===== src/rtl/dac_readback_if.sv =====
// rtl/dac_readback_if.sv - AD5313R readback request/response port and shared DAC serial pins
interface dac_readback_if;
    logic        rd_req_valid;
    logic        rd_req_ready;
    logic [3:0]  rd_addr;
    logic        rd_rsp_valid;
    logic        rd_rsp_ready;
    logic [15:0] rd_data;
    logic        rd_err;
    logic        bus_req;
    logic        bus_grant;
    logic        sclk;
    logic        sync_n;
    logic        sdin;
    logic        sdo;

    modport slave (
        input  rd_req_valid, rd_addr, rd_rsp_ready, bus_grant, sdo,
        output rd_req_ready, rd_rsp_valid, rd_data, rd_err, bus_req, sclk, sync_n, sdin
    );

    modport master (
        output rd_req_valid, rd_addr, rd_rsp_ready, bus_grant, sdo,
        input  rd_req_ready, rd_rsp_valid, rd_data, rd_err, bus_req, sclk, sync_n, sdin
    );
endinterface


===== src/rtl/dac_readback.sv =====
// rtl/dac_readback.sv - AD5313R register readback: command frame, gap, NOP frame capturing SDO
module dac_readback #(
    parameter int CLK_DIV         = 4,
    parameter int SYNC_GAP        = 4,
    parameter int WATCH_DOG_WIDTH = 12
) (
    input  logic          sys_clk,
    input  logic          sys_rst,
    dac_readback_if.slave bus
);
    typedef enum logic [2:0] {
        S_IDLE,
        S_ARB,
        S_F1,
        S_GAP,
        S_F2,
        S_RESP
    } state_t;

    localparam logic [15:0] DIV_LAST = 16'(CLK_DIV - 1);
    localparam logic [15:0] GAP_LAST = 16'(SYNC_GAP - 1);
    localparam logic [WATCH_DOG_WIDTH-1:0] WD_LAST = {{(WATCH_DOG_WIDTH-1){1'b1}}, 1'b0};
    localparam logic [WATCH_DOG_WIDTH-1:0] WD_ONE  = {{(WATCH_DOG_WIDTH-1){1'b0}}, 1'b1};

    state_t                     r_state;
    state_t                     w_next;
    logic [15:0]                r_div;
    logic                       r_half;
    logic [4:0]                 r_bit;
    logic [15:0]                r_gap;
    logic [WATCH_DOG_WIDTH-1:0] r_wdog;
    logic [3:0]                 r_addr;
    logic [23:0]                r_tx;
    logic [23:0]                r_rx;
    logic [15:0]                r_data;
    logic                       r_err;

    logic w_in_frame;
    logic w_half_end;
    logic w_bit_end;
    logic w_frame_end;
    logic w_addr_ok;
    logic w_timeout;
    logic w_gap_end;
    logic w_accept;

    // r_half=0 is the sclk-high half of a bit, r_half=1 the low half
    assign w_in_frame  = (r_state == S_F1) || (r_state == S_F2);
    assign w_half_end  = (r_div == DIV_LAST);
    assign w_bit_end   = w_half_end && r_half;
    assign w_frame_end = w_bit_end && (r_bit == 5'd23);
    assign w_addr_ok   = (bus.rd_addr == 4'b0001) || (bus.rd_addr == 4'b0010);
    assign w_timeout   = (r_wdog == WD_LAST);
    assign w_gap_end   = (r_gap == GAP_LAST);
    assign w_accept    = (r_state == S_IDLE) && bus.rd_req_valid;

    always_ff @(posedge sys_clk or posedge sys_rst) begin
        if (sys_rst) r_state <= S_IDLE;
        else         r_state <= w_next;
    end

    always_comb begin
        w_next = r_state;
        case (r_state)
            S_IDLE: if (bus.rd_req_valid) w_next = w_addr_ok ? S_ARB : S_RESP;
            S_ARB: begin
                if (bus.bus_grant)  w_next = S_F1;
                else if (w_timeout) w_next = S_RESP;
            end
            S_F1:   if (w_frame_end) w_next = S_GAP;
            S_GAP:  if (w_gap_end) w_next = S_F2;
            S_F2:   if (w_frame_end) w_next = S_RESP;
            S_RESP: if (bus.rd_rsp_ready) w_next = S_IDLE;
            default: w_next = S_IDLE;
        endcase
    end

    always_ff @(posedge sys_clk or posedge sys_rst) begin
        if (sys_rst) begin
            r_div  <= '0;
            r_half <= 1'b0;
            r_bit  <= '0;
            r_gap  <= '0;
            r_wdog <= '0;
            r_addr <= '0;
            r_tx   <= '0;
            r_rx   <= '0;
            r_data <= '0;
            r_err  <= 1'b0;
        end else begin
            if (w_in_frame && !w_frame_end) begin
                if (w_half_end) begin
                    r_div  <= '0;
                    r_half <= ~r_half;
                    if (r_half) r_bit <= r_bit + 5'd1;
                end else begin
                    r_div <= r_div + 16'd1;
                end
            end else begin
                r_div  <= '0;
                r_half <= 1'b0;
                r_bit  <= '0;
            end

            r_gap  <= (r_state == S_GAP) ? r_gap + 16'd1 : '0;
            r_wdog <= (r_state == S_ARB) ? r_wdog + WD_ONE : '0;

            if (w_accept) r_addr <= bus.rd_addr;

            // sdin is the MSB; the word advances on each sclk rising edge
            if ((r_state == S_ARB) && bus.bus_grant) r_tx <= {4'b1001, r_addr, 16'h0000};
            else if (r_state == S_GAP)               r_tx <= '0;
            else if (w_in_frame && w_bit_end)        r_tx <= {r_tx[22:0], 1'b0};

            if ((r_state == S_F2) && w_half_end && !r_half) r_rx <= {r_rx[22:0], bus.sdo};

            if (w_accept && !w_addr_ok) begin
                r_data <= '0;
                r_err  <= 1'b1;
            end else if ((r_state == S_ARB) && !bus.bus_grant && w_timeout) begin
                r_data <= '0;
                r_err  <= 1'b1;
            end else if ((r_state == S_F2) && w_frame_end) begin
                r_data <= r_rx[15:0];
                r_err  <= 1'b0;
            end
        end
    end

    assign bus.rd_req_ready = (r_state == S_IDLE);
    assign bus.rd_rsp_valid = (r_state == S_RESP);
    assign bus.rd_data      = r_data;
    assign bus.rd_err       = r_err;
    assign bus.bus_req      = (r_state == S_ARB) || (r_state == S_GAP) || w_in_frame;
    assign bus.sclk         = w_in_frame ? ~r_half : 1'b1;
    assign bus.sync_n       = ~w_in_frame;
    assign bus.sdin         = w_in_frame & r_tx[23];
endmodule


===== src/flat_wrapper.sv =====
// flat-port wrapper written by rule: the top's interface ports become plain ports
module dac_readback_flat 
#(
    parameter int CLK_DIV         = 4,
    parameter int SYNC_GAP        = 4,
    parameter int WATCH_DOG_WIDTH = 12
)
  (sys_clk, sys_rst, bus_rd_req_valid, bus_rd_addr, bus_rd_rsp_ready, bus_bus_grant, bus_sdo, bus_rd_req_ready, bus_rd_rsp_valid, bus_rd_data, bus_rd_err, bus_bus_req, bus_sclk, bus_sync_n, bus_sdin);
  dac_readback_if bus_i ();
  input  logic sys_clk;
  input  logic sys_rst;
  input wire logic [$bits(bus_i.rd_req_valid)-1:0] bus_rd_req_valid;
  input wire logic [$bits(bus_i.rd_addr)-1:0] bus_rd_addr;
  input wire logic [$bits(bus_i.rd_rsp_ready)-1:0] bus_rd_rsp_ready;
  input wire logic [$bits(bus_i.bus_grant)-1:0] bus_bus_grant;
  input wire logic [$bits(bus_i.sdo)-1:0] bus_sdo;
  output wire logic [$bits(bus_i.rd_req_ready)-1:0] bus_rd_req_ready;
  output wire logic [$bits(bus_i.rd_rsp_valid)-1:0] bus_rd_rsp_valid;
  output wire logic [$bits(bus_i.rd_data)-1:0] bus_rd_data;
  output wire logic [$bits(bus_i.rd_err)-1:0] bus_rd_err;
  output wire logic [$bits(bus_i.bus_req)-1:0] bus_bus_req;
  output wire logic [$bits(bus_i.sclk)-1:0] bus_sclk;
  output wire logic [$bits(bus_i.sync_n)-1:0] bus_sync_n;
  output wire logic [$bits(bus_i.sdin)-1:0] bus_sdin;
  assign bus_i.rd_req_valid = bus_rd_req_valid;
  assign bus_i.rd_addr = bus_rd_addr;
  assign bus_i.rd_rsp_ready = bus_rd_rsp_ready;
  assign bus_i.bus_grant = bus_bus_grant;
  assign bus_i.sdo = bus_sdo;
  assign bus_rd_req_ready = bus_i.rd_req_ready;
  assign bus_rd_rsp_valid = bus_i.rd_rsp_valid;
  assign bus_rd_data = bus_i.rd_data;
  assign bus_rd_err = bus_i.rd_err;
  assign bus_bus_req = bus_i.bus_req;
  assign bus_sclk = bus_i.sclk;
  assign bus_sync_n = bus_i.sync_n;
  assign bus_sdin = bus_i.sdin;
  dac_readback #(.CLK_DIV(CLK_DIV), .SYNC_GAP(SYNC_GAP), .WATCH_DOG_WIDTH(WATCH_DOG_WIDTH)) u_core (.sys_clk(sys_clk), .sys_rst(sys_rst), .bus(bus_i));
endmodule

===== config.mk =====
export PLATFORM = sky130hd
export DESIGN_NAME = dac_readback_flat
export DESIGN_NICKNAME = d
export VERILOG_FILES = /design/src/rtl/dac_readback_if.sv /design/src/rtl/dac_readback.sv /design/src/flat_wrapper.sv
export SDC_FILE = /design/constraint.sdc
export NUM_CORES = 1
export LEC_CHECK = 0
export BUFFER_PORTS_ARGS = -buffer_cell sky130_fd_sc_hd__buf_2
export CAP_MARGIN = 40
export CORE_ASPECT_RATIO = 0.8
export CORE_MARGIN = 2
export CORE_UTILIZATION = 40
export DETAILED_ROUTE_END_ITERATION = 10
export PLACE_DENSITY = 0.61
export SLEW_MARGIN = 15
export SYNTH_ARGS = -nofsm -noshare
export SYNTH_HDL_FRONTEND = slang
export SYNTH_SLANG_ARGS = --single-unit

===== constraint.sdc =====
create_clock -name sys_clk -period 3.7 [get_ports sys_clk]
set_input_delay 1.11 -clock sys_clk [delete_from_list [all_inputs] [get_ports sys_clk]]
set_output_delay 1.11 -clock sys_clk [all_outputs]
set_load 0.02 [all_outputs]

Word level (Yosys, flattened, before mapping). Index checks and enable logic that the tools add are counted.

$add $sub $neg: 4. Equality and inequality tests: 19. Mux-type cells: 28. Bitwise gates (word level): 3. Reductions and logical operators: 25.

Operators by type and width (count): 16-bit two-way mux (6); 24-bit two-way mux (3); 16-bit by 1-bit adder with 16-bit output (second input constant) (2); 16-bit by 2-bit equality test with 1-bit output (second input constant) (2); 3-bit two-way mux (8); 3-bit one-hot mux with 6 select lines (1); 5-bit two-way mux (3); 12-bit by 1-bit adder with 12-bit output (second input constant) (1); 12-bit equality test (second input constant) (1); 1-bit logical AND (12); 12-bit two-way mux (1); 2-bit by 1-bit != test with 1-bit output (second input constant) (5); 3-bit by 2-bit equality test with 1-bit output (second input constant) (2); 3-bit equality test (second input constant) (2); 1-bit two-way mux (6); 6-bit AND reduction (1); 3-bit nonzero test (2); 5-bit by 1-bit adder with 5-bit output (second input constant) (1); 5-bit equality test (second input constant) (1); 4-bit by 1-bit equality test with 1-bit output (second input constant) (1); 4-bit by 2-bit equality test with 1-bit output (second input constant) (1); 1-bit zero test (4); 1-bit logical OR (4); 2-bit != test (second input constant) (2); 6 further kinds (7).

Register bits: 114. Bits of input ports: 10. Output and inout bits: 23. Word-level logic and storage cells: 90.

Longest topological paths before layout. Gate-level depths: netlist of run 1.

Depth in word-level cells: 7. Depth in mapped cells: 8. Gate-level depth less buffers: 6.

Least setup slack after synthesis of run 1. Ideal clock, no wire load.

Kind: input port to flip-flop. Start: input port bus_rd_addr[0]. End: register u_core.r_data[0] (netlist: u_core.bus.rd_data[0]). Library setup time: 65 ps. Arrival time: 2400 ps. Data required time: 3635 ps. Slack: 1235 ps. Stages on the path: 6. Path buffers: 1. Path through: xnor2_1 or3_1 a32oi_1 clkbuf_1 nand3_1 nand2_1.

Cells in the longest elaborated chain, start to end: 5. Elaborated cells on any way between the ends: 7. Classes of those cells: eq/ne (2); mux (1); reduce/logical (4).

RTL lines: start, declared (RTL line flat_wrapper.sv:13) `input wire logic [$bits(bus_i.rd_addr)-1:0] bus_rd_addr;`; 4-bit by 1-bit equality test with 1-bit output / 4-bit by 2-bit equality test with 1-bit output (equally long branches) (RTL line dac_readback.sv:52) `assign w_addr_ok = (bus.rd_addr == 4'b0001) || (bus.rd_addr == 4'b0010);`; 1-bit logical OR (*) (RTL line dac_readback.sv:52); 1-bit zero test (*) (RTL line dac_readback.sv:117) `if (w_accept && !w_addr_ok) begin`; 1-bit logical AND (*) (RTL line dac_readback.sv:117); 3-bit nonzero test (no line) / 16-bit two-way mux (equally long branches); end signal, assigned (RTL line dac_readback.sv:124) `r_data <= r_rx[15:0];`; end, declared (RTL line dac_readback.sv:35) `logic [15:0] r_data;`.

Mark *: on every way between the ends. The rest lies on a longest branch, timed or not. A chain may end at the register's enable or synchronous reset.

Worst setup path in the final report of run 1.
Start: register u_core.r_state[2]. End: output port bus_sdin.

Cells in the longest elaborated chain, start to end: 3. Elaborated cells on any way between the ends: 4. Classes of those cells: eq/ne (2); bitwise (1); reduce/logical (1).

RTL lines: start, declared (RTL line dac_readback.sv:25) `state_t r_state;`; start signal, assigned (RTL line dac_readback.sv:59) `else r_state <= w_next;`; 3-bit by 2-bit equality test with 1-bit output / 3-bit equality test (equally long branches) (RTL line dac_readback.sv:48) `assign w_in_frame = (r_state == S_F1) || (r_state == S_F2);`; 1-bit logical OR (*) (RTL line dac_readback.sv:48); 1-bit bitwise AND (*) (RTL line dac_readback.sv:137) `assign bus.sdin = w_in_frame & r_tx[23];`; end, declared (RTL line flat_wrapper.sv:24) `output wire logic [$bits(bus_i.sdin)-1:0] bus_sdin;`.

Marked as above.

==> results of run 1 <==
[worst max-delay path, stage by stage (launching register included)]
cell and delay [ns]:
dfrtp_1 0.67, xor2_1 0.17, nor2b_1 0.38, and2_1 0.21, buf_2 0.17
[cells in the final DEF, fill, tap and decap left out, types with 2 or more instances in the layout]
cell / synthesis / routed
a2111oi_0: 2 / 2
a21o_1: 3 / 3
a21oi_1: 7 / 7
and2_1: 4 / 4
and3_1: 7 / 7
and3_2: 2 / 2
and3b_1: 2 / 2
and4_1: 5 / 5
buf_2: 3 / 32
buf_4: 0 / 6
bufinv_16: 0 / 2
clkbuf_1: 12 / 2
clkbuf_16: 0 / 9
clkinv_4: 0 / 2
dfrtp_1: 98 / 98
ha_1: 5 / 5
inv_1: 7 / 6
mux2_2: 10 / 10
mux2_4: 10 / 10
mux2i_1: 8 / 8
nand2_1: 52 / 52
nand2b_1: 2 / 2
nand3_1: 38 / 38
nand3b_1: 3 / 3
nand4_1: 11 / 11
nor2_1: 59 / 59
nor2b_1: 3 / 3
nor3_1: 6 / 6
nor3b_1: 3 / 3
nor4_1: 4 / 4
nor4_2: 2 / 2
o21ai_0: 9 / 9
or3_1: 4 / 4
xnor2_1: 18 / 18
xor2_1: 26 / 26
[path summary, 6_finish.rpt]
check	from	cells past startpoint	endpoint	slack, ns
max	u_core.r_state[2]	4	bus_sdin	0.64
min	u_core.r_addr[3]	2	u_core.r_tx[19]	0.48
max reg2reg	u_core.r_div[0]	6	u_core.bus.rd_data[6]	1.28
min reg2reg	u_core.r_addr[3]	2	u_core.r_tx[19]	0.48
max in group asynchronous	sys_rst	3	u_core.bus.rd_data[5]	2.09
min in group asynchronous	sys_rst	2	u_core.bus.rd_err	0.92
[logic make-up after synthesis]
family	synth area share, %
AOI/OAI and AO/OA	2.80
xor gates and xnor gates	8.37
adders and majority gates	1.36
buffers and inverters	3.40
DFF	53.3
muxes	7.45
and+or+nand+nor	23.3
[per-layer routing]
metal / part of all wire (%) / wire length [µm]
met5: 0 / 0
met4: 1.7 / 155
met3: 4.8 / 430
met2: 43 / 3840
met1: 50 / 4450
[cell type report]
| class | count | area, µm² |
|---|---|---|
| fillers | 1091 | 6200 |
| clock buffers | 11 | 233 |
| inverters | 8 | 32.5 |
| well taps | 148 | 185 |
| repair buffers | 38 | 205 |
| multi-input cells | 313 | 1990 |
| clock inverters | 5 | 86.3 |
| flip-flops and latches | 98 | 2450 |
[power by group]
group	total, mW	switching (mW)	internal [mW]
Combinational	0.591	0.381	0.210
Sequential	1.28	0.115	1.17
Clock	0.998	0.400	0.598
Total	2.87	0.896	1.98
[state kept, by name, summed over array words and instances (netlist names)]
signal and count:
u_core.r_bit 5, u_core.r_half 1, u_core.r_state 3, u_core.bus.rd_data 16, u_core.r_tx 8, u_core.r_wdog 12, u_core.r_addr 4, u_core.r_gap 16
u_core.bus.rd_err 1, u_core.r_rx 16, u_core.r_div 16
==> impl_metrics.json, run 1 <==
{
  "syn_to_final_growth_pct": 12.7,
  "ys_seq_area_share_pct": 53.3,
  "dr.pass1.iters": 4,
  "async_flop_share_pct": 100,
  "finalSetupTns_ns": 0,
  "arrival_ns": 1.95,
  "powerDensity_nw_per_um2": 554,
  "grt_max_degree": 63,
  "finalNonFillerCells": 621,
  "grtUsageMet3_pct": 5.11,
  "dp_hpwl_um": 5990,
  "antenna_found_initial": 0,
  "cts_buffer_depth": 2,
  "hold_viol": 0,
  "track_usage_pct": 15.8,
  "port-buffer-count": 32,
  "cts_resized": 0,
  "required_ns": 2.59,
  "h-tree-depth": 3,
  "synthCells": 437,
  "power.total_mw": 2.87,
  "wl_um": 8870,
  "grt_overflow": 0,
  "ctsHoldBuffers": 0,
  "num_vias": 3165,
  "ant_nets": 0,
  "worstSetupPathType": "flip-flop to output pin",
  "peakVddDrop_uv": 275,
  "antenna_cells_inserted": 0,
  "coreArea_um2": 11400,
  "met1_usage_pct": 21.9,
  "ys.flop_type": "dfrtp_1",
  "routedWlPerCell_um": 14.3,
  "io_pins": 33,
  "dieArea_um2": 12400,
  "syn_area_um2": 4600,
  "finalInstanceArea_um2": 5190,
  "synth_fp_nets": 452,
  "worst_slew_pin_slew_ns": 0.759,
  "drv_cap": 0,
  "grt_pass1_wl_um": 15300,
  "place_ws_ns": 1.01,
  "worst_slack_ns": 0.645,
  "fin_crit_sh_pct": 82.6,
  "drt_iter0_markers": 186,
  "yosys-top-cells-count": "98 x dfrtp_1, 59 x nor2_1, 52 x nand2_1, 38 x nand3_1, 26 x xor2_1",
  "viasPerCell": 5.10,
  "synth.distinct_cells": 43,
  "dieHeight_um": 100,
  "skew_ns": 0.00966,
  "grtUsageMet2_pct": 23.6,
  "worst-path-max-fanout": 19,
  "hold_path_class": "flip-flop to flip-flop",
  "placed_cells": 605,
  "fp.dieW_um": 124,
  "cts_sinks": 98,
  "initial_core_util_pct": 40.4,
  "drive_gt1_share_pct": 17.5,
  "end_kind": "output pin",
  "synth-edff-count": 0,
  "post_cts_buffers": 0,
  "yosysMostFrequentCell": "dfrtp_1",
  "grt.busiest_layer": "met2",
  "maxSlewHeadroom_pct": 49.4,
  "fin_nets": 483,
  "drcViolationCount": 0,
  "clk_pin_slew_ns": 0.07,
  "root_buffer": "clkbuf_16",
  "yosys.area.top_type_share_pct": 53.3,
  "slew_violations": 0,
  "yosysWarningCount": 0,
  "cts_tree": "done",
  "yosysTopAreaCell": "dfrtp_1",
  "leakage_nw": 2.41,
  "grt_pass1_vias": 3131,
  "row_count": 35,
  "rsz0062_at_grt": "false",
  "fmax_mhz": 327,
  "cts_made_buffers": 9,
  "yosys-top-cells-area": "dfrtp_1 53%, xor2_1 4.9%, nor2_1 4.8%, nand2_1 4.2%, nand3_1 4.1%",
  "setup_violations": 0,
  "ys_ff_latch": 98,
  "status": "completed",
  "start_kind": "flip-flop",
  "synth_area_per_cell_um2": 10.5,
  "min_period_ns": 3.06,
  "hold_ws_ns": 0.476,
  "place_congestion": 0.745,
  "clkLatencyLatePin_ns": 0.34,
  "utilization_pct": 45.6,
  "place_area_um2": 4870
}
No activity file was read; power rests on OpenSTA's default activity.
==> run 2: changes to the inputs <==
--- a/config.mk
+++ b/config.mk
@@ -11,7 +11,7 @@
 export CORE_MARGIN = 2
 export CORE_UTILIZATION = 40
 export DETAILED_ROUTE_END_ITERATION = 10
-export PLACE_DENSITY = 0.61
+export PLACE_DENSITY = 0.59
 export SLEW_MARGIN = 15
 export SYNTH_ARGS = -nofsm -noshare
 export SYNTH_HDL_FRONTEND = slang
==> constraint.sdc (replaced) <==
create_clock -name sys_clk -period 2.9 [get_ports sys_clk]
set_input_delay 0.87 -clock sys_clk [delete_from_list [all_inputs] [get_ports sys_clk]]
set_output_delay 0.87 -clock sys_clk [all_outputs]
set_load 0.02 [all_outputs]
==> impl_metrics.json, run 2 (same netlist as run 1, synthesis figures left out) <==
{
  "status": "completed",
  "drt_iter0_markers": 168,
  "clkPwrFrac_pct": 30.9,
  "hold_ws_ns": 0.477,
  "place_area_um2": 4890,
  "most-common-layout-cells": "98 x dfrtp_1, 59 x nor2_1, 52 x nand2_1, 38 x nand3_1, 32 x buf_2",
  "worst_slack_ns": 0.241,
  "arrival_ns": 1.79,
  "switching_share_pct": 32.6,
  "rsz0062_at_grt": "false",
  "cts_resized": 0,
  "critical_path.max_stage_delay_ns": 0.56,
  "end_kind": "output pin",
  "worst-path-max-fanout": 13,
  "io_pins": 33,
  "min_path_cells": 2,
  "grt_overflow": 0,
  "peakVddDrop_uv": 317,
  "crit_chain": "xor2_1, nor2b_1, inv_2, buf_2",
  "fmax_mhz": 376,
  "track_usage_pct": 15.5,
  "grt_max_degree": 54,
  "required_ns": 2.03,
  "fin_crit_sh_pct": 91.7,
  "cts_made_buffers": 9,
  "pwr-share-comb_pct": 22.8,
  "antenna_cells_inserted": 0,
  "min_period_ns": 2.66,
  "clk_pin_slew_ns": 0.07,
  "worst-path-stages": 4,
  "setup_violations": 0,
  "finalInstanceArea_um2": 5150,
  "leakage_nw": 2.39,
  "wl_um": 8760,
  "slew_violations": 0,
  "viasPerCell": 5.00,
  "place_congestion": 0.767,
  "cts_tree": "done",
  "seqPwrFrac_pct": 46.4,
  "fin_nets": 484,
  "dieArea_um2": 12400,
  "worstRegToRegCells": 6,
  "antenna_found_initial": 0,
  "crit_path_top_delay_cell": "dfrtp_1",
  "utilization_pct": 45.3,
  "root_buffer": "clkbuf_16",
  "p_sw_mw": 1.13,
  "initial_core_util_pct": 40.4,
  "start_kind": "flip-flop",
  "hold_path_class": "flip-flop to flip-flop",
  "post_cts_buffers": 0,
  "clkLatencyLatePin_ns": 0.34,
  "cpLargestDelayFamily": "flip-flops",
  "ctsHoldBuffers": 0,
  "drive_gt1_share_pct": 17.8,
  "path_buf_inv": 2,
  "dr.pass1.iters": 4,
  "ant_nets": 0,
  "cts_buffer_depth": 2,
  "h-tree-depth": 3,
  "worstSetupPathType": "flip-flop to output pin",
  "syn_to_final_growth_pct": 11.9,
  "coreArea_um2": 11400,
  "fp.dieW_um": 124,
  "row_count": 35,
  "fillers": 1096,
  "place_ws_ns": 0.549,
  "grt_pass1_vias": 2989,
  "dp_hpwl_um": 5970,
  "routedWlPerCell_um": 14.1,
  "drcViolationCount": 0,
  "maxSlewHeadroom_pct": 53.1,
  "dieHeight_um": 100,
  "layout_commonest_cell": "dfrtp_1",
  "p_int_mw": 2.34,
  "port-buffer-count": 32,
  "skew_ns": 0.00840,
  "finalSetupTns_ns": 0,
  "grt_pass1_wl_um": 15000,
  "worst_slew_pin_slew_ns": 0.701,
  "powerDensity_nw_per_um2": 675,
  "hold_viol": 0,
  "num_vias": 3106,
  "cts_sinks": 98,
  "drv_cap": 0
}
## run 2: cell count changes in the layout (fill, tap and decap cells not counted)
cell / delta
buf_12: +1
clkbuf_1: -1
inv_4: -1
bufinv_16: -2
clkinvlp_4: +4
inv_6: -1
clkinv_4: -2
clkinv_2: +2
## run 2: per-stage QoR
stage,power [mW],instances
after global routing,3.69,621
final,3.48,621
after floorplan,2.23,437
after CTS,3.52,621
after detailed placement,2.44,606
after global placement,2.42,606
## run 2: layout make-up
type	instances	area (µm²)	share of cell area, %
Sequential cell	98	2450	47.6
Multi-Input combinational cell	313	1990	38.7
Clock buffer	10	229	4.44
Timing Repair Buffer	39	225	4.37
Tap cell	148	185	3.59
Inverter	8	33.8	0.656
Clock inverter	5	32.5	0.631
## run 2: layer usage
metal  track usage, %  wire [µm]
met3             4.72        315
met4             4.41        114
met2             21.6       3660
met5                0          0
met1             23.4       4680
## run 2: worst register-to-register path: stages, from the launching register on
cell	delay [ns]
dfrtp_1	0.43
nor4_2	0.32
nand3_1	0.11
or4_4	0.53
nor3_4	0.14
buf_4	0.30
mux2_2	0.39
## run 2: power by group through the flow
stage | Clock [mW] | Sequential [mW] | Combinational (mW)
after floorplan | 0 | 1.59 | 0.635
after global placement | 0 | 1.63 | 0.793
after detailed placement | 0 | 1.64 | 0.802
after CTS | 1.11 | 1.61 | 0.804
after global routing | 1.17 | 1.63 | 0.886
final | 1.07 | 1.61 | 0.792
## run 2: path summary, 6_finish.rpt
kind	from	to	slack, ns
min reg2reg	u_core.bus.rd_err	u_core.bus.rd_err	0.48
max	u_core.r_state[1]	bus_sync_n	0.24
min	u_core.bus.rd_err	u_core.bus.rd_err	0.48
min in group asynchronous	sys_rst	u_core.bus.rd_err	0.56
max in group asynchronous	sys_rst	u_core.r_wdog[6]	1.66
max reg2reg	u_core.r_div[8]	u_core.r_rx[13]	0.55
==> run 3: changes to the inputs <==
--- a/config.mk
+++ b/config.mk
@@ -11,7 +11,9 @@
 export CORE_MARGIN = 2
 export CORE_UTILIZATION = 40
 export DETAILED_ROUTE_END_ITERATION = 10
+export GPL_TIMING_DRIVEN = 0
 export PLACE_DENSITY = 0.59
+export REMOVE_ABC_BUFFERS = 1
 export SLEW_MARGIN = 15
 export SYNTH_ARGS = -nofsm -noshare
 export SYNTH_HDL_FRONTEND = slang
==> impl_metrics.json, run 3 (same netlist as run 1, synthesis figures left out) <==
{
  "start_kind": "flip-flop",
  "drv_cap": 0,
  "arrival_ns": 2.86,
  "placed_cells": 602,
  "drive_gt1_share_pct": 17.5,
  "place_area_um2": 4880,
  "place_congestion": 0.767,
  "status": "completed",
  "port-buffer-count": 32,
  "cts_buffer_depth": 2,
  "dp_hpwl_um": 5880,
  "skew_ns": 0.0117,
  "finalInstanceArea_um2": 5170,
  "worst_slew_pin_slew_ns": 0.879,
  "grt_pass1_wl_um": 14800,
  "syn_to_final_growth_pct": 12.4,
  "clkLatencyLatePin_ns": 0.35,
  "drcViolationCount": 0,
  "peakVddDrop_uv": 319,
  "viasPerCell": 5.04,
  "clk_pin_slew_ns": 0.07,
  "cts_tree": "done",
  "io_pins": 33,
  "initial_core_util_pct": 40.4,
  "num_vias": 3109,
  "maxSlewHeadroom_pct": 41.4,
  "fp.dieW_um": 124,
  "layout_commonest_cell": "dfrtp_1",
  "antenna_found_initial": 0,
  "critical_path.max_stage_delay_ns": 0.70,
  "track_usage_pct": 15.3,
  "cpLargestDelayFamily": "simple AND/OR/NAND/NOR gates",
  "row_count": 35,
  "grt_max_degree": 66,
  "hold_viol": 0,
  "fin_crit_sh_pct": 90.7,
  "utilization_pct": 45.4,
  "antenna_cells_inserted": 0,
  "wl_um": 8760,
  "finalSetupTns_ns": 0,
  "setup_violations": 0,
  "fin_nets": 480,
  "rsz0062_at_grt": "false",
  "dieHeight_um": 100,
  "power.total_mw": 3.57,
  "cts_made_buffers": 9,
  "dieArea_um2": 12400,
  "finalNonFillerCells": 617,
  "hold_path_class": "flip-flop to flip-flop",
  "grt_overflow": 0,
  "crit_path_top_delay_cell": "nand4_1",
  "crit_chain": "ha_1, nor4bb_1, and4_2, nand4_1, nand3_1, nand2_1",
  "dr.pass1.iters": 4,
  "fillers": 1107,
  "fmax_mhz": 380,
  "ant_nets": 0,
  "root_buffer": "clkbuf_16",
  "slew_violations": 0,
  "worst-path-max-fanout": 17,
  "routedWlPerCell_um": 14.2,
  "required_ns": 3.13,
  "path_buf_inv": 0,
  "cts_sinks": 98,
  "worstSetupPathType": "flip-flop to flip-flop",
  "grt_pass1_vias": 2960,
  "drt_iter0_markers": 162,
  "most-common-layout-cells": "97 x dfrtp_1, 59 x nor2_1, 52 x nand2_1, 38 x nand3_1, 32 x buf_2",
  "h-tree-depth": 3,
  "powerDensity_nw_per_um2": 690,
  "coreArea_um2": 11400,
  "ctsHoldBuffers": 0,
  "end_kind": "flip-flop",
  "min_period_ns": 2.63,
  "leakage_nw": 2.40
}
## run 3: cell count changes in the layout (fill, tap and decap cells not counted), moves of 2 or more
cell	delta
clkinv_2	-2
inv_6	+3
buf_4	-5
clkinvlp_4	-3
## run 3: layout make-up
class / instances / area [µm²] / area share (%)
clock inverter: 5 / 63.8 / 1.23
timing repair buffer: 35 / 210 / 4.06
clock buffer: 10 / 229 / 4.43
tap: 148 / 185 / 3.58
multi-input combinational: 313 / 2000 / 38.6
inverter: 8 / 35.0 / 0.677
sequential: 98 / 2450 / 47.4
## run 3: per-stage QoR
stage                     worst slack (ns)  hold WS [ns]
final                                0.270         0.484
after global routing                0.0539         0.516
after floorplan                     -0.532         0.446
after global placement               -1.68         0.455
after CTS                           0.0345         0.488
after detailed placement             0.150         0.467
## run 3: power breakdown
group | total, mW | switching [mW] | internal, mW | leakage (nW)
logic | 0.739 | 0.467 | 0.272 | 0.920
clock network | 1.19 | 0.517 | 0.672 | 0.140
registers | 1.64 | 0.151 | 1.49 | 1.34
total | 3.57 | 1.14 | 2.44 | 2.40
## run 3: what timing repair did
item                                    in CTS  in global routing
buffers inserted                             0                  0
endpoints found under the setup margin       0                  3
gates resized for setup                      0                  2
## run 3: worst register-to-register path: stages (launching register included)
cell	delay (ns)
dfrtp_1	0.41
ha_1	0.29
nor4bb_1	0.30
and4_2	0.41
nand4_1	0.71
nand3_1	0.33
nand2_1	0.08
## run 3: final timing paths
path	startpoint	endpoint	slack, ns	depth (start not counted)
max	u_core.r_div[0]	u_core.bus.rd_data[14]	0.27	6
min reg2reg	u_core.bus.rd_data[5]	u_core.bus.rd_data[5]	0.48	2
min in group asynchronous	sys_rst	u_core.r_gap[11]	0.51	2
max reg2reg	u_core.r_div[0]	u_core.bus.rd_data[14]	0.27	6
min	u_core.bus.rd_data[5]	u_core.bus.rd_data[5]	0.48	2
max in group asynchronous	sys_rst	u_core.r_state[2]	1.76	3
## run 3: per-layer routing
metal	wire length, µm	up-vias	track usage (%)
met5	0	-	0
met1	4530	1527	22.9
met2	3820	37	21.5
met4	57	0	3.37
li1	-	1540	-
met3	349	5	5.17
